==> config.mk <==
export PLATFORM = sky130hd
export DESIGN_NAME = dmem_arbiter
export DESIGN_NICKNAME = d
export VERILOG_FILES = /design/src/rtl/dmem_arb_pkg.sv /design/src/rtl/dmem_arbiter.sv
export SDC_FILE = /design/constraint.sdc
export NUM_CORES = 1
export LEC_CHECK = 0
export ABC_AREA = 0
export BUFFER_PORTS_ARGS = -buffer_cell sky130_fd_sc_hd__buf_2
export CAP_MARGIN = 20
export CORE_AREA = 8 8 118 120
export DETAILED_ROUTE_END_ITERATION = 8
export DIE_AREA = 0 0 126 128
export PLACE_DENSITY = 0.73
export SLEW_MARGIN = 10
export SYNTH_ARGS = -nofsm -noshare
export SYNTH_HDL_FRONTEND = slang
export SYNTH_SLANG_ARGS = --single-unit
==> constraint.sdc <==
create_clock -name clk -period 6.23 [get_ports clk]
set_clock_uncertainty 0.15 [all_clocks]
set_input_delay 1.5575 -clock clk [delete_from_list [all_inputs] [get_ports clk]]
set_output_delay 1.5575 -clock clk [all_outputs]
set_load 0.005 [all_outputs]
==> src/rtl/dmem_arb_pkg.sv <==
`default_nettype none
// ============================================================================
// Module   : dmem_arb_pkg
// Purpose  : Shared types and constants for the data-memory arbiter.
//            owner_e is used both for the current bus owner and for the
//            port that most recently held the grant.
// Revision : 1.0 - initial release
// ============================================================================
package dmem_arb_pkg;

    typedef enum logic [1:0] {
        OWN_NONE = 2'd0,
        OWN_CORE = 2'd1,
        OWN_DBG  = 2'd2
    } owner_e;

    localparam int DMEM_ARB_MAX_BURST_DEFAULT = 4;

endpackage : dmem_arb_pkg
`default_nettype wire

==> src/rtl/dmem_arbiter.sv <==
`default_nettype none
// ============================================================================
// Module   : dmem_arbiter
// Purpose  : Two-port (core / debug-loader) arbiter in front of a single
//            data memory with combinational read data. Grants are decided
//            combinationally from registered {owner, last, cnt} state and the
//            live requests; a port holding the bus keeps it until it stops
//            requesting or, under contention, reaches MAX_BURST grants.
//            Read data is captured into the granted port's rdata register on
//            the grant edge and flagged with a one-cycle rvalid.
// Ports    : clk, rst (async, active-low)
//            c_req/c_we/c_addr/c_wdata/c_mask/c_load_ctrl  - core request
//            d_req/d_we/d_addr/d_wdata/d_mask/d_load_ctrl  - debug request
//            c_gnt, d_gnt                                  - grants
//            c_rvalid/c_rdata, d_rvalid/d_rdata            - read responses
//            mem_wr/mem_addr/mem_wdata/mem_mask/mem_load_ctrl, mem_rdata
// Revision : 1.0 - initial release
// ============================================================================
module dmem_arbiter
    import dmem_arb_pkg::*;
#(
    parameter int MAX_BURST = DMEM_ARB_MAX_BURST_DEFAULT
) (
    input  logic        clk,
    input  logic        rst,

    input  logic        c_req,
    input  logic        c_we,
    input  logic [31:0] c_addr,
    input  logic [31:0] c_wdata,
    input  logic [3:0]  c_mask,
    input  logic [2:0]  c_load_ctrl,

    input  logic        d_req,
    input  logic        d_we,
    input  logic [31:0] d_addr,
    input  logic [31:0] d_wdata,
    input  logic [3:0]  d_mask,
    input  logic [2:0]  d_load_ctrl,

    output logic        c_gnt,
    output logic        d_gnt,

    output logic        c_rvalid,
    output logic [31:0] c_rdata,
    output logic        d_rvalid,
    output logic [31:0] d_rdata,

    output logic        mem_wr,
    output logic [31:0] mem_addr,
    output logic [31:0] mem_wdata,
    output logic [3:0]  mem_mask,
    output logic [2:0]  mem_load_ctrl,
    input  logic [31:0] mem_rdata
);

    localparam logic [3:0] C_BURST_LIMIT = 4'(MAX_BURST);
    localparam logic [3:0] C_CNT_SAT     = 4'hF;

    owner_e     r_owner;
    owner_e     r_last;
    logic [3:0] r_cnt;

    owner_e     w_gnt_owner;

    // ------------------------------------------------------------------------
    // Grant decision and memory-side mux
    // ------------------------------------------------------------------------
    always_comb begin
        c_gnt         = 1'b0;
        d_gnt         = 1'b0;
        w_gnt_owner   = OWN_NONE;

        // Grants are forced low while reset is held, even though the reset
        // state (owner NONE) would otherwise grant a live requester.
        if (rst) begin
            unique case (r_owner)
                OWN_NONE: begin
                    if (c_req && d_req) begin
                        // Contention from idle: alternate away from last owner.
                        if (r_last == OWN_CORE) d_gnt = 1'b1;
                        else                    c_gnt = 1'b1;
                    end else begin
                        c_gnt = c_req;
                        d_gnt = d_req;
                    end
                end
                OWN_CORE: begin
                    if (c_req) begin
                        if (d_req && (r_cnt == C_BURST_LIMIT)) d_gnt = 1'b1;
                        else                                   c_gnt = 1'b1;
                    end else begin
                        d_gnt = d_req;
                    end
                end
                OWN_DBG: begin
                    if (d_req) begin
                        if (c_req && (r_cnt == C_BURST_LIMIT)) c_gnt = 1'b1;
                        else                                   d_gnt = 1'b1;
                    end else begin
                        c_gnt = c_req;
                    end
                end
                default: begin
                    c_gnt = 1'b0;
                    d_gnt = 1'b0;
                end
            endcase
        end

        if (c_gnt)      w_gnt_owner = OWN_CORE;
        else if (d_gnt) w_gnt_owner = OWN_DBG;

        // Core is the default source for the address path when idle.
        if (d_gnt) begin
            mem_addr      = d_addr;
            mem_wdata     = d_wdata;
            mem_mask      = d_mask;
            mem_load_ctrl = d_load_ctrl;
        end else begin
            mem_addr      = c_addr;
            mem_wdata     = c_wdata;
            mem_mask      = c_mask;
            mem_load_ctrl = c_load_ctrl;
        end

        mem_wr = (c_gnt & c_we) | (d_gnt & d_we);
    end

    // ------------------------------------------------------------------------
    // Arbitration state and registered read responses
    // ------------------------------------------------------------------------
    always_ff @(posedge clk or negedge rst) begin
        if (!rst) begin
            r_owner  <= OWN_NONE;
            r_last   <= OWN_DBG;
            r_cnt    <= 4'd0;
            c_rvalid <= 1'b0;
            d_rvalid <= 1'b0;
            c_rdata  <= 32'h0;
            d_rdata  <= 32'h0;
        end else begin
            c_rvalid <= c_gnt & ~c_we;
            d_rvalid <= d_gnt & ~d_we;
            if (c_gnt && !c_we) c_rdata <= mem_rdata;
            if (d_gnt && !d_we) d_rdata <= mem_rdata;

            if (w_gnt_owner != OWN_NONE) begin
                r_owner <= w_gnt_owner;
                r_last  <= w_gnt_owner;
                if (r_owner == w_gnt_owner) begin
                    if (r_cnt != C_CNT_SAT) r_cnt <= r_cnt + 4'd1;
                end else begin
                    r_cnt <= 4'd1;
                end
            end else begin
                r_owner <= OWN_NONE;
                r_cnt   <= 4'd0;
            end
        end
    end

endmodule : dmem_arbiter
`default_nettype wire

# [Word-level counts from Yosys, hierarchy flattened]
# Index checks and enable logic that the tools add are counted.
[word_totals] reg_bits=74 input_bits=180 out_inout_bits=140 elab_cells=57
[classes] n_addsub=1 n_eq_ne=7 mux=26 bitwise_logic=7 n_reduce_logical=9
[ops] operator="two-way mux 32 bit" count=2
[ops] operator="two-way mux 4 bit" count=4
[ops] operator="two-way mux 1 bit" count=14
[ops] operator="two-way mux 2 bit" count=3
[ops] operator="one-hot mux 1 bit (3 select lines)" count=2
[ops] operator="logical AND 1 bit" count=5
[ops] operator="adder 4 x 1 -> 4 bit (second input constant)" count=1
[ops] operator="AND 1 bit" count=4
[ops] operator="equality test 2 x 1 -> 1 bit (second input constant)" count=2
[ops] operator="equality test 4 x 3 -> 1 bit (second input constant)" count=1
[ops] operator="inequality test 4 bit (second input constant)" count=1
[ops] operator="two-way mux 3 bit" count=1
[ops] operator="inequality test 3 x 2 -> 1 bit (second input constant)" count=1
[ops] operator="equality test 2 bit" count=1
[ops] operator="equality test 2 bit (second input constant)" count=1
[ops] operator="logical NOT 1 bit" count=2
[ops] operator="logical NOT 2 bit" count=1
[ops] operator="NOT 1 bit" count=2
[ops] operator="nonzero test 2 bit" count=1
[ops] operator="bitwise OR 1 bit" count=1

# [Depth between registers and ports, before layout]
[logic_depth] depth_word=11 mapped_depth=9 depth_no_buf=7

# [Worst setup path after synthesis]
# Ideal clock, no wire load.
[synth_path] path_kind="input to output" startpoint="in rst" endpoint="out mem_addr[0]" arrival_time_ps=2828 t_required_ps=4523 setup_slack_ps=1694 path_stages=6 path_buffers=2 path_cell_list="a21boi_0 > nand2_1 > a21oi_1 > buf_2 > buf_4 > mux2_2"
[synth_between] elab_chain_cells=2
[synth_rtl] item="start: declaration" line_no="dmem_arbiter.sv:25" rtl="input logic rst,"
[synth_rtl] item="two-way mux 1 bit" line_no="dmem_arbiter.sv:76" rtl="if (rst) begin"
[synth_rtl] item="two-way mux 32 bit" line_no="dmem_arbiter.sv:115" rtl="if (d_gnt) begin"
[synth_rtl] item="end: declaration" line_no="dmem_arbiter.sv:50" rtl="output logic [31:0] mem_addr,"
# No other way between the ends.

# [Worst setup path after layout]
[layout_path] startpoint="in rst" endpoint="out mem_mask[2]"
[layout_between] elab_chain_cells=2
[layout_rtl] item="two-way mux 1 bit" line_no="dmem_arbiter.sv:76"
[layout_rtl] item="two-way mux 4 bit" line_no="dmem_arbiter.sv:115"
[layout_rtl] item="end: declaration" line_no="dmem_arbiter.sv:52" rtl="output logic [3:0] mem_mask,"
# No other way between the ends.

==> impl_metrics.json <==
{
  "place.gp.congestion": 1.06,
  "r2r-start": "r_cnt[0]$_DFFE_PN0P_",
  "multi_input_area_um2": 1910,
  "totalWireLength_mm": 15.9,
  "r2r_end": "d_rdata[22]$_DFFE_PN0P_",
  "coreArea_um2": 12200,
  "antenna_found_initial": 5,
  "dieArea_um2": 16100,
  "critPathRequiredTime_ns": 4.52,
  "cts_tree": "done",
  "avgSynthCellArea_um2": 14.4,
  "cts_hold_buffers": 0,
  "cts_max_path_buffers": 2,
  "cts_resized": 0,
  "drc": 0,
  "drtIter0Drc": 126,
  "synth_nets": 453,
  "design_area_um2": 5920,
  "cts_sinks": 74,
  "finalSetupTns_ns": 0,
  "io_buffers": 319,
  "overflow": 0,
  "synthCells": 271,
  "min_from": "d_rdata[11]$_DFFE_PN0P_",
  "rows": 41,
  "start_util_pct": 31.9,
  "fp.dieH_um": 128,
  "worst_pin_slew_ns": 0.920,
  "avgViaCountPerCell": 4.78,
  "drtPass1Iterations": 6,
  "seq_area_um2": 1850,
  "grt_pass1_wl_mm": 23.4,
  "max_cap_viol_count": 0,
  "final_cell_mix": "buf_2, mux2_2, dfrtp_1, mux2_4, clkbuf_16",
  "root_buffer": "clkbuf_16",
  "ys_warn_count": 0,
  "dpl_cell_area_um2": 5610,
  "cts_buffers": 9,
  "rsz0062_at_grt": "no",
  "vdd_ir_drop_max_mv": 0.127,
  "clk_pin_slew_worst_paths_ns": 0.06,
  "clkLatencyLatePin_ns": 0.32,
  "postCtsSetupBuffers": 0,
  "area_growth_pct": 51.8,
  "n_fill_cell": 1126,
  "worstHoldPathCells": 1,
  "seq_area_frac_synth_pct": 47.5,
  "reg2reg_slack_ns": 3.31,
  "final_nets": 772,
  "slew_violations": 0,
  "vias": 3561,
  "synth_ff_type": "dfrtp_1",
  "period_minus_slack_ns": 5.11,
  "h-tree-depth": 3,
  "arrival_ns": 3.40,
  "die_x_um": 126,
  "drive_gt1_share_pct": 81.0,
  "fmax_mhz": 196,
  "final_common_cell": "buf_2",
  "ys_ff_latch": 74,
  "setup_violations": 0,
  "power_density_nw_per_um2": 287,
  "synth-edff-count": 0,
  "finalPower_mw": 1.70,
  "synth_area_um2": 3900,
  "finalHoldViolations": 0,
  "ant_nets": 0,
  "reg2reg_depth": 7,
  "endpoint_kind": "primary output",
  "worstPathMaxFanout": 68,
  "antennaDiodeCount": 0,
  "status": "finished clean",
  "relSlewSlack_pct": 38.7,
  "grt_max_degree": 76,
  "p_leak_nw": 3.01,
  "grtUsageTotal_pct": 19.1,
  "worst_setup_path_start_kind": "input port",
  "hold_ws_ns": 0.354,
  "critical_path_class": "input port to primary output",
  "hp-class": "flop to flop",
  "top_level_ports": 320,
  "hpwlAfterDp_mm": 13.7,
  "grt_pass1_vias": 3996,
  "fin_crit_sh_pct": 82.0,
  "wl_per_cell_um": 21.4,
  "hold_end": "d_rdata[11]$_DFFE_PN0P_",
  "async_reset_ff_share_pct": 100,
  "synth_cell_type_count": 37
}
## power breakdown
| group | switching, mW | internal [mW] |
|---|---|---|
| Combinational | 0.213 | 0.307 |
| Clock | 0.195 | 0.313 |
| Sequential | 0.0657 | 0.605 |
## cell families after synthesis
group                    after synthesis  share of synthesized area (%)
AND/OR/NAND/NOR                       22                           3.21
buffers and inverters                 20                           3.95
flip-flops                            74                           47.5
AO/OA/AOI/OAI                         15                           2.99
adder cells (fa/ha/maj)                2                          0.642
XOR/XNOR                               1                          0.225
multiplexers                         137                           41.4
## per-stage QoR
| step | worst slack, ns | util [%] | std cells |
|---|---|---|---|
| 4_1_cts | 1.11 | 48.5 | 745 |
| 3_5_place_dp | 1.13 | 46.0 | 729 |
| 3_3_place_gp | 1.15 | 46.0 | 729 |
| 6_report | 1.12 | 48.5 | 745 |
| 5_1_grt | 0.989 | 48.5 | 745 |
| 2_1_floorplan | 1.69 | - | 271 |
## cell type report
| class | instances | area share (%) |
|---|---|---|
| repair buffers | 322 | 27.6 |
| flip-flops and latches | 74 | 31.3 |
| multi-input cells | 177 | 32.3 |
| clock inverters | 7 | 1.33 |
| inverters | 6 | 0.507 |
| clock buffers | 9 | 3.81 |
| well taps | 150 | 3.17 |
## sequential cells by signal, summed over array words and instances, names as in the netlist
name / cells
r_cnt: 4
d_rvalid: 1
r_owner: 2
d_rdata: 32
c_rvalid: 1
r_last: 2
c_rdata: 32
## per-layer routing
metal	track usage, %	share of wire [%]	vias to the layer above
li1	-	-	1629
met1	20.4	37	1705
met2	32.6	50	194
met3	9.11	11	23
met4	5.94	2.2	10
met5	0	0.37	-
## how the worst max path moves through the flow
stage / start / endpoint / slack, ns / cells after the start
floorplan: rst / mem_addr[0] / 1.69 / 6
global placement: rst / mem_mask[2] / 1.15 / 7
detailed placement: rst / mem_mask[2] / 1.13 / 7
CTS: rst / mem_mask[2] / 1.11 / 7
global route: rst / mem_mask[2] / 0.99 / 7
finish: rst / mem_mask[2] / 1.12 / 7
## critical path, cell delays in order
cell,delay [ns]
buf_4,0.09
a21boi_0,0.23
nand2_1,0.21
a21oi_4,0.36
buf_12,0.35
mux2_2,0.38
buf_2,0.16
## cell usage after synthesis (all sizes together) (2+ instances only)
| master | count | area share (%) |
|---|---|---|
| mux2i | 2 | 0.61 |
| dfrtp | 73 | 47 |
| nor3 | 2 | 0.26 |
| buf | 14 | 3.2 |
| nor2 | 4 | 0.39 |
| nand3b | 3 | 0.58 |
| mux2 | 135 | 41 |
| inv | 6 | 0.77 |
| nand2 | 4 | 0.39 |
| a21oi | 4 | 0.51 |
| ha | 2 | 0.64 |
| o22a | 2 | 0.48 |
| nand3 | 3 | 0.39 |
Note: power is estimated with default switching activity, not from simulation.
